--- src/rtl/pwl_logit_5_seq.sv ---
// Inverse of the 5-slice PWL sigmoid: Q8.8 y -> Q8.8 x using a bit-serial
// restoring divider behind a valid/ready handshake.
//
// state | meaning
// IDLE  | waiting for valid_in; in_ready high
// DIV   | 16 restoring-divide iterations, one quotient bit per cycle
// DONE  | x_out valid, held until out_ready
module pwl_logit_5_seq (
  input  logic               clk,
  input  logic               rst,
  input  logic               valid_in,
  output logic               in_ready,
  input  logic signed [15:0] y_in,
  output logic               valid_out,
  input  logic               out_ready,
  output logic signed [15:0] x_out
);

  localparam logic signed [16:0] Y0    = 17'sd18;
  localparam logic signed [16:0] Y1    = 17'sd69;
  localparam logic signed [16:0] Y2    = 17'sd187;
  localparam logic signed [16:0] Y3    = 17'sd237;
  localparam logic signed [16:0] ICPT0 = 17'sd101;
  localparam logic signed [16:0] ICPT1 = 17'sd128;
  localparam logic signed [16:0] ICPT2 = 17'sd155;
  localparam logic [5:0]         SLP0  = 6'd33;
  localparam logic [5:0]         SLP1  = 6'd59;
  localparam logic [5:0]         SLP2  = 6'd33;
  localparam logic signed [15:0] X_MIN = -16'sd640;
  localparam logic signed [15:0] X_MAX = 16'sd640;

  typedef enum logic [1:0] {IDLE, DIV, DONE} state_t;

  state_t             state_q, state_d;
  logic [3:0]         cnt_q;
  logic [15:0]        num_q;
  logic [6:0]         rem_q;
  logic [5:0]         dvs_q;
  logic               neg_q;

  logic signed [16:0] y_ext;
  logic               sat_lo, sat_hi;
  logic signed [16:0] icpt_sel;
  logic [5:0]         dvs_sel;
  logic signed [16:0] d;
  logic [7:0]         d_mag;
  logic [7:0]         trial;
  logic               q_bit;
  logic [6:0]         rem_nx;
  logic [15:0]        q_nx;

  always_comb begin
    y_ext  = {y_in[15], y_in};
    sat_lo = (y_ext < Y0);
    sat_hi = (y_ext >= Y3);
    if (y_ext < Y1) begin
      icpt_sel = ICPT0;
      dvs_sel  = SLP0;
    end else if (y_ext < Y2) begin
      icpt_sel = ICPT1;
      dvs_sel  = SLP1;
    end else begin
      icpt_sel = ICPT2;
      dvs_sel  = SLP2;
    end
    d     = y_ext - icpt_sel;
    // In the divided regions |d| <= 83, so 8 bits hold the magnitude
    d_mag = d[16] ? 8'(-d) : d[7:0];
  end

  // Dividend bits enter from num_q[15]; quotient bits refill num_q from the LSB
  always_comb begin
    trial  = {rem_q, num_q[15]};
    q_bit  = (trial >= {2'b00, dvs_q});
    rem_nx = q_bit ? 7'(trial - {2'b00, dvs_q}) : trial[6:0];
    q_nx   = {num_q[14:0], q_bit};
  end

  always_ff @(posedge clk or posedge rst) begin
    if (rst) state_q <= IDLE;
    else     state_q <= state_d;
  end

  always_comb begin
    state_d  = state_q;
    in_ready = 1'b0;
    case (state_q)
      IDLE: begin
        in_ready = 1'b1;
        if (valid_in) state_d = (sat_lo || sat_hi) ? DONE : DIV;
      end
      DIV:     if (cnt_q == 4'd15) state_d = DONE;
      DONE:    if (out_ready) state_d = IDLE;
      default: state_d = IDLE;
    endcase
  end

  always_ff @(posedge clk or posedge rst) begin
    if (rst) begin
      cnt_q     <= '0;
      num_q     <= '0;
      rem_q     <= '0;
      dvs_q     <= '0;
      neg_q     <= 1'b0;
      x_out     <= '0;
      valid_out <= 1'b0;
    end else begin
      case (state_q)
        IDLE: begin
          if (valid_in) begin
            if (sat_lo || sat_hi) begin
              x_out     <= sat_hi ? X_MAX : X_MIN;
              valid_out <= 1'b1;
            end else begin
              num_q <= {d_mag, 8'h00};
              rem_q <= '0;
              cnt_q <= '0;
              dvs_q <= dvs_sel;
              neg_q <= d[16];
            end
          end
        end
        DIV: begin
          num_q <= q_nx;
          rem_q <= rem_nx;
          cnt_q <= cnt_q + 4'd1;
          if (cnt_q == 4'd15) begin
            x_out     <= neg_q ? (16'd0 - q_nx) : q_nx;
            valid_out <= 1'b1;
          end
        end
        DONE:    if (out_ready) valid_out <= 1'b0;
        default: ;
      endcase
    end
  end

endmodule

--- config.mk ---
export PLATFORM = sky130hd
export DESIGN_NAME = pwl_logit_5_seq
export DESIGN_NICKNAME = d
export VERILOG_FILES = /design/src/rtl/pwl_logit_5_seq.sv
export SDC_FILE = /design/constraint.sdc
export NUM_CORES = 1
export LEC_CHECK = 0
export ABC_CLOCK_PERIOD_IN_PS = 4700
export CAP_MARGIN = 20
export CELL_PAD_IN_SITES_DETAIL_PLACEMENT = 1
export CELL_PAD_IN_SITES_GLOBAL_PLACEMENT = 2
export CORE_MARGIN = 2
export CORE_UTILIZATION = 37
export CTS_CLUSTER_SIZE = 25
export DETAILED_ROUTE_END_ITERATION = 7
export GPL_TIMING_DRIVEN = 0
export PLACE_DENSITY_LB_ADDON = 0.1
export SYNTH_ARGS = -nofsm -noshare
export SYNTH_HDL_FRONTEND = slang
export SYNTH_SLANG_ARGS = --single-unit
--- constraint.sdc ---
create_clock -name clk -period 4.7 [get_ports clk]
set_input_delay 0.705 -clock clk [delete_from_list [all_inputs] [get_ports clk]]
set_output_delay 0.705 -clock clk [all_outputs]
set_load 0.01 [all_outputs]
Word level (Yosys, flattened, before mapping)
Index checks and enable logic that the tools add are counted.
- output and inout port bits: 18
- bits in registers: 53
- $lt $le $gt $ge: 5
- muxes and demuxes: 32
- equal/unequal tests: 8
- reductions and logical operators: 9
- bitwise logic cells: 1
- add/subtract/negate cells: 5
- operators by type and width (cell ; count):
    two-way mux 16 bit ; 7
    one-hot mux 16 bit (2 select lines) ; 2
    two-way mux 7 bit ; 3
    subtractor 16 x 9 -> 17 bit ; 1
    >= comparator 16 x 9 -> 1 bit, second input constant ; 1
    < comparator 16 x 6 -> 1 bit, second input constant ; 1
    < comparator 16 x 8 -> 1 bit, second input constant ; 1
    < comparator 16 x 9 -> 1 bit, second input constant ; 1
    two-way mux 8 bit ; 2
    subtractor 1 x 16 -> 16 bit, first input constant ; 1
    two-way mux 5 bit ; 3
    one-hot mux 7 bit (2 select lines) ; 1
    inequality test 2 bit, second input constant ; 5
    AND reduction 3 bit ; 3
    >= comparator 8 x 6 -> 1 bit ; 1
    two-way mux 2 bit ; 4
    two-way mux 4 bit ; 2
    negator 8 bit ; 1
    one-hot mux 4 bit (2 select lines) ; 1
    subtractor 7 x 6 -> 7 bit ; 1
    one-hot mux 2 bit (3 select lines) ; 1
    two-way mux 1 bit ; 5
    AND reduction 5 bit ; 1
    adder 4 x 1 -> 4 bit, second input constant ; 1
    other kinds (10) ; 10

Logic depth before layout (Yosys ltp)
- depth after elaboration: 9
- mapped depth: 17

Least setup slack after synthesis
Ideal clock, no wire load.
- path kind: input to register
- from: input y_in[13]
- to: register num_q[9]
- path buffers: 0
- arrival time: 3.693 ns
- setup slack: 0.881 ns
- required time: 4.574 ns
- cell stages on the path: 14
- cell sequence: nor4_1 > a31oi_1 > inv_1 > nand2_1 > ha_1 > fa_1 > nor2b_1 > o21ai_0 > o211ai_1 > a31oi_1 > clkinv_1 > nand2_1 > o21ai_0 > a221o_1
- longest elaborated chain between the ends: 9
- RTL lines (item ; RTL line ; source):
    from (decl) ; 13 ; input logic signed [15:0] y_in,
    < comparator 16 x 9 -> 1 bit ; 59 ; end else if (y_ext < Y2) begin
    two-way mux 5 bit ; 59 ;
    two-way mux 8 bit ; 56 ; if (y_ext < Y1) begin
    subtractor 16 x 9 -> 17 bit ; 66 ; d = y_ext - icpt_sel;
    negator 8 bit ; 68 ; d_mag = d[16] ? 8'(-d) : d[7:0];
    two-way mux 8 bit ; 68 ;
    two-way mux 16 bit ; 111 ; if (sat_lo || sat_hi) begin
    two-way mux 16 bit ; 110 ; if (valid_in) begin
    one-hot mux 16 bit (2 select lines) ; 108 ; case (state_q)
    to (signal assigned) ; 115 ; num_q <= {d_mag, 8'h00};
    to (signal assigned) ; 124 ; num_q <= q_nx;
    to (decl) ; 36 ; logic [15:0] num_q;
Several ways; a longest one is shown, not always the timed one. The select of a mux whose other input is x is not followed.
A chain may end at the register's enable or synchronous reset.

Worst setup path after layout
- from: input y_in[2]
- to: register num_q[15]
Same word-level chain as after synthesis.

==> summary.md <==
| Metric | Value |
|---|---|
| Fin nets | 504 |
| Worst hold path type | flip-flop to flip-flop |
| CTS Buf Count | 5 |
| # DRC | 0 |
| Clock buffer depth | 2 |
| #FFs+latches synth | 49 |
| Post-DP HPWL | 7.77 mm |
| # IOs | 38 |
| YS warnings | 0 |
| Avg Cell Area, Syn | roughly 8.3 sq um |
| Sequential share of power | between 40 and 50% |
| Synth area leaders | dfrtp_1, nand2_1, ha_1, xnor2_1, o21ai_0 |
| DRT Pass-1 Iters | 4 |
| Finished Layout Cells | 596 |
| Initial antenna violation count | 0 |
| Commonest non-fill, non-tap cell in the layout | nand2_1 |
| Detailed Route Iter0 Violations | 73 |
| Slew margin rel. | 49.7% |
| Clk slew on worst S/H paths | about 0.1 ns |
| Slew @ Worst Pin | 0.750 ns |
| Die width | around 100 um |
| Power, Total | 1.21 mW |
| Post-place setup slack | -0.549 ns |
| Antenna fix cells | 0 |
| Initial Util | a little under two fifths |
| Routed wire length | ~10 mm |
| Critical Path End | num_q[15] |
| Comb power frac | approximately a third |
| Placer congestion estimate | 0.778 |
| Crit path arrival time | between 4 and 5 ns |
| Total track usage | a little over a fifth |
| Synth cell types | 60 |
| Worst R2R Setup Slack | 1.42 ns |
| Worst setup EP type | flip-flop |
| Max frequency | around 230 MHz |
| Leak Pwr | 1.78 nW |
| Synth area leader | dfrtp_1 |
| R2R cell count | 14 |
| Post-synthesis sequential area ratio | 34.8% |
| CP Class | input pin to flip-flop |
| Peak supply drop | ~0.00013 V |
| Hold Buf Count CTS | 0 |
| RSZ-0062 raised after global routing | no |
| Row Count | 35 |
| Die ar. | a little over 10000 sq um |
| Setup bufs post-CTS | 0 |
| Power Dens Cells | about 290 nW/um^2 |
| CTS sink count | 49 |
| Root Driver | clkbuf_8 |
| Crit path from | y_in[2] |
| Startpoint types | input pin |
| Die height | 102 um |
| Vias/cell | 5.37 |
| Port bufs | 37 |
| Post-synth EDFFs | 0 |
| Synth Flop Type | dfrtp_1 |
| FF-to-FF End | x_out[14] |
| Async set-or-reset flop fraction in the synthesized netlist | 100% |
| Crit Path Max Fanout | 10 |
| Placed Instances | 589 |
| First-pass GRT wire length | 17.2 mm |
| TNS Setup | 0 ns |
| Syn Inst Count | 422 |
| Layout area overhead | 20.2% |
| Final Skew | 0.0237 ns |
| Final setup vio count | 0 |
| Post-Syn Nets | 460 |
| Status | finished, final reports clean |
| Netlist Area Pre-Place | 3520 sq um |
| Largest net degree at the start of global routing | 27 |
| Total congestion overflow | 0 |
| TritonCTS clock tree | done |
| Most frequent cells in the layout | nand2_1, dfrtp_1, clkdlybuf4s50_1 |
| Slew Limit Fails | 0 |
| H-tree levels | 2 |
| Routed Antenna Nets | 0 |
| Vias in the first global route | between 3000 and 4000 |
| Pint | 0.813 mW |
| Final min period | 4.41 ns |
| Clk network pwr share | 26.3% |
| Core area | 9240 sq um |
| Worst-Skew Late Latency | 0.31 ns |
| Net Sw Power | 0.398 mW |
| Layout filler cell count | 1133 |
| Max-Cap Viols | 0 |
| Worst Path Required | 4.90 ns |
| Final setup margin | 0.285 ns |
| Layout cells sized above 1 | under 10% |
| Switching Fraction | 32.9% |
| WL/cell | 16.7 um |
| Final Hold Vio Count | 0 |
| Via count | 3200 |
| Yosys top cell area share | 34.8% |
| Worst r2r src | num_q[15] |
| Part of the cycle the worst path needs | a little over nine tenths |
cell usage after synthesis, types with 5 or more instances:
| cell | n |
|---|---|
| o21ai_0 | 34 |
| nand2b_1 | 5 |
| o31ai_1 | 11 |
| inv_1 | 23 |
| o211ai_1 | 7 |
| nor2_1 | 30 |
| nand2_1 | 73 |
| o21a_1 | 6 |
| xnor2_1 | 21 |
| dfrtp_1 | 49 |
| ha_1 | 16 |
| nand3_1 | 14 |
| clkbuf_1 | 14 |
| a21oi_1 | 24 |
| xor2_1 | 8 |
| nor3_1 | 6 |
worst max-delay path, cell delays in order:
cell and delay (ns):
clkdlybuf4s50_1 0.51, buf_2 0.25, o21a_1 0.20, o21ai_1 0.16, a21oi_4 0.28, nand2_1 0.11, ha_1 0.22, fa_1 0.46
or2_2 0.31, a221o_1 0.31, nand2_1 0.09, xor2_1 0.43, o31ai_4 0.13, xnor2_1 0.17, a221oi_2 0.26
cells by family after synthesis:
kind of cell / synth area share [%]
flip-flops: 34.8
adder cells (fa/ha/maj): 6.82
XOR/XNOR: 7.68
multiplexers: 0.888
AND/OR/NAND/NOR: 20.6
buffers and inverters: 4.55
AO/OA/AOI/OAI: 24.6
power by group through the flow:
stage	Sequential (mW)	Combinational (mW)	Clock [mW]
floorplan	0.517	0.213	0
global placement	0.500	0.391	0
detailed placement	0.502	0.402	0
CTS	0.494	0.404	0.327
global route	0.500	0.449	0.342
finish	0.493	0.400	0.318
final cells by class:
| cell class | count | area (sq um) | area share, % |
|---|---|---|---|
| plain buffers | 17 | 68.8 | 1.63 |
| clock buffers | 5 | 68.8 | 1.63 |
| clock inverters | 3 | 43.8 | 1.03 |
| inverters | 24 | 93.8 | 2.22 |
| multi-input cells | 331 | 2180 | 51.5 |
| flip-flops and latches | 49 | 1230 | 29.0 |
| well taps | 129 | 161 | 3.81 |
| repair buffers | 38 | 390 | 9.23 |
state kept, by name, indices dropped and copies added, names as in the netlist:
register and cells:
state_q 2, x_out 16, num_q 16, valid_out 1
rem_q 7, neg_q 1, dvs_q 2, cnt_q 4
stage by stage:
step | hold WS [ns] | utilization [%] | instance area, sq um
global route | 0.508 | 45.8 | 4230
floorplan | 0.447 | - | 3520
detailed placement | 0.460 | 44.1 | 4070
CTS | 0.484 | 45.4 | 4200
global placement | 0.453 | 43.9 | 4050
finish | 0.477 | 45.8 | 4230
worst min-delay path by stage:
stage,startpoint,end,slack (ns),cells after the start
detailed placement,x_out[4],x_out[4],0.46,2
global placement,x_out[4],x_out[4],0.45,2
finish,x_out[1],x_out[1],0.48,2
floorplan,dvs_q[0],dvs_q[0],0.45,2
global route,x_out[3],x_out[3],0.51,2
CTS,x_out[4],x_out[4],0.48,2
what timing repair did:
action	CTS	global route
gates resized for setup	2	9
endpoints found under the setup margin	5	5
pin swaps	0	0
layer usage:
layer	track usage [%]	share of wire (%)	up-vias
li1	-	-	1571
met1	28.5	48	1599
met2	36.3	49	20
met3	2.69	1.2	10
met4	4.78	1.1	0
met5	0	0	-
Power figures use the tool's default switching activity.
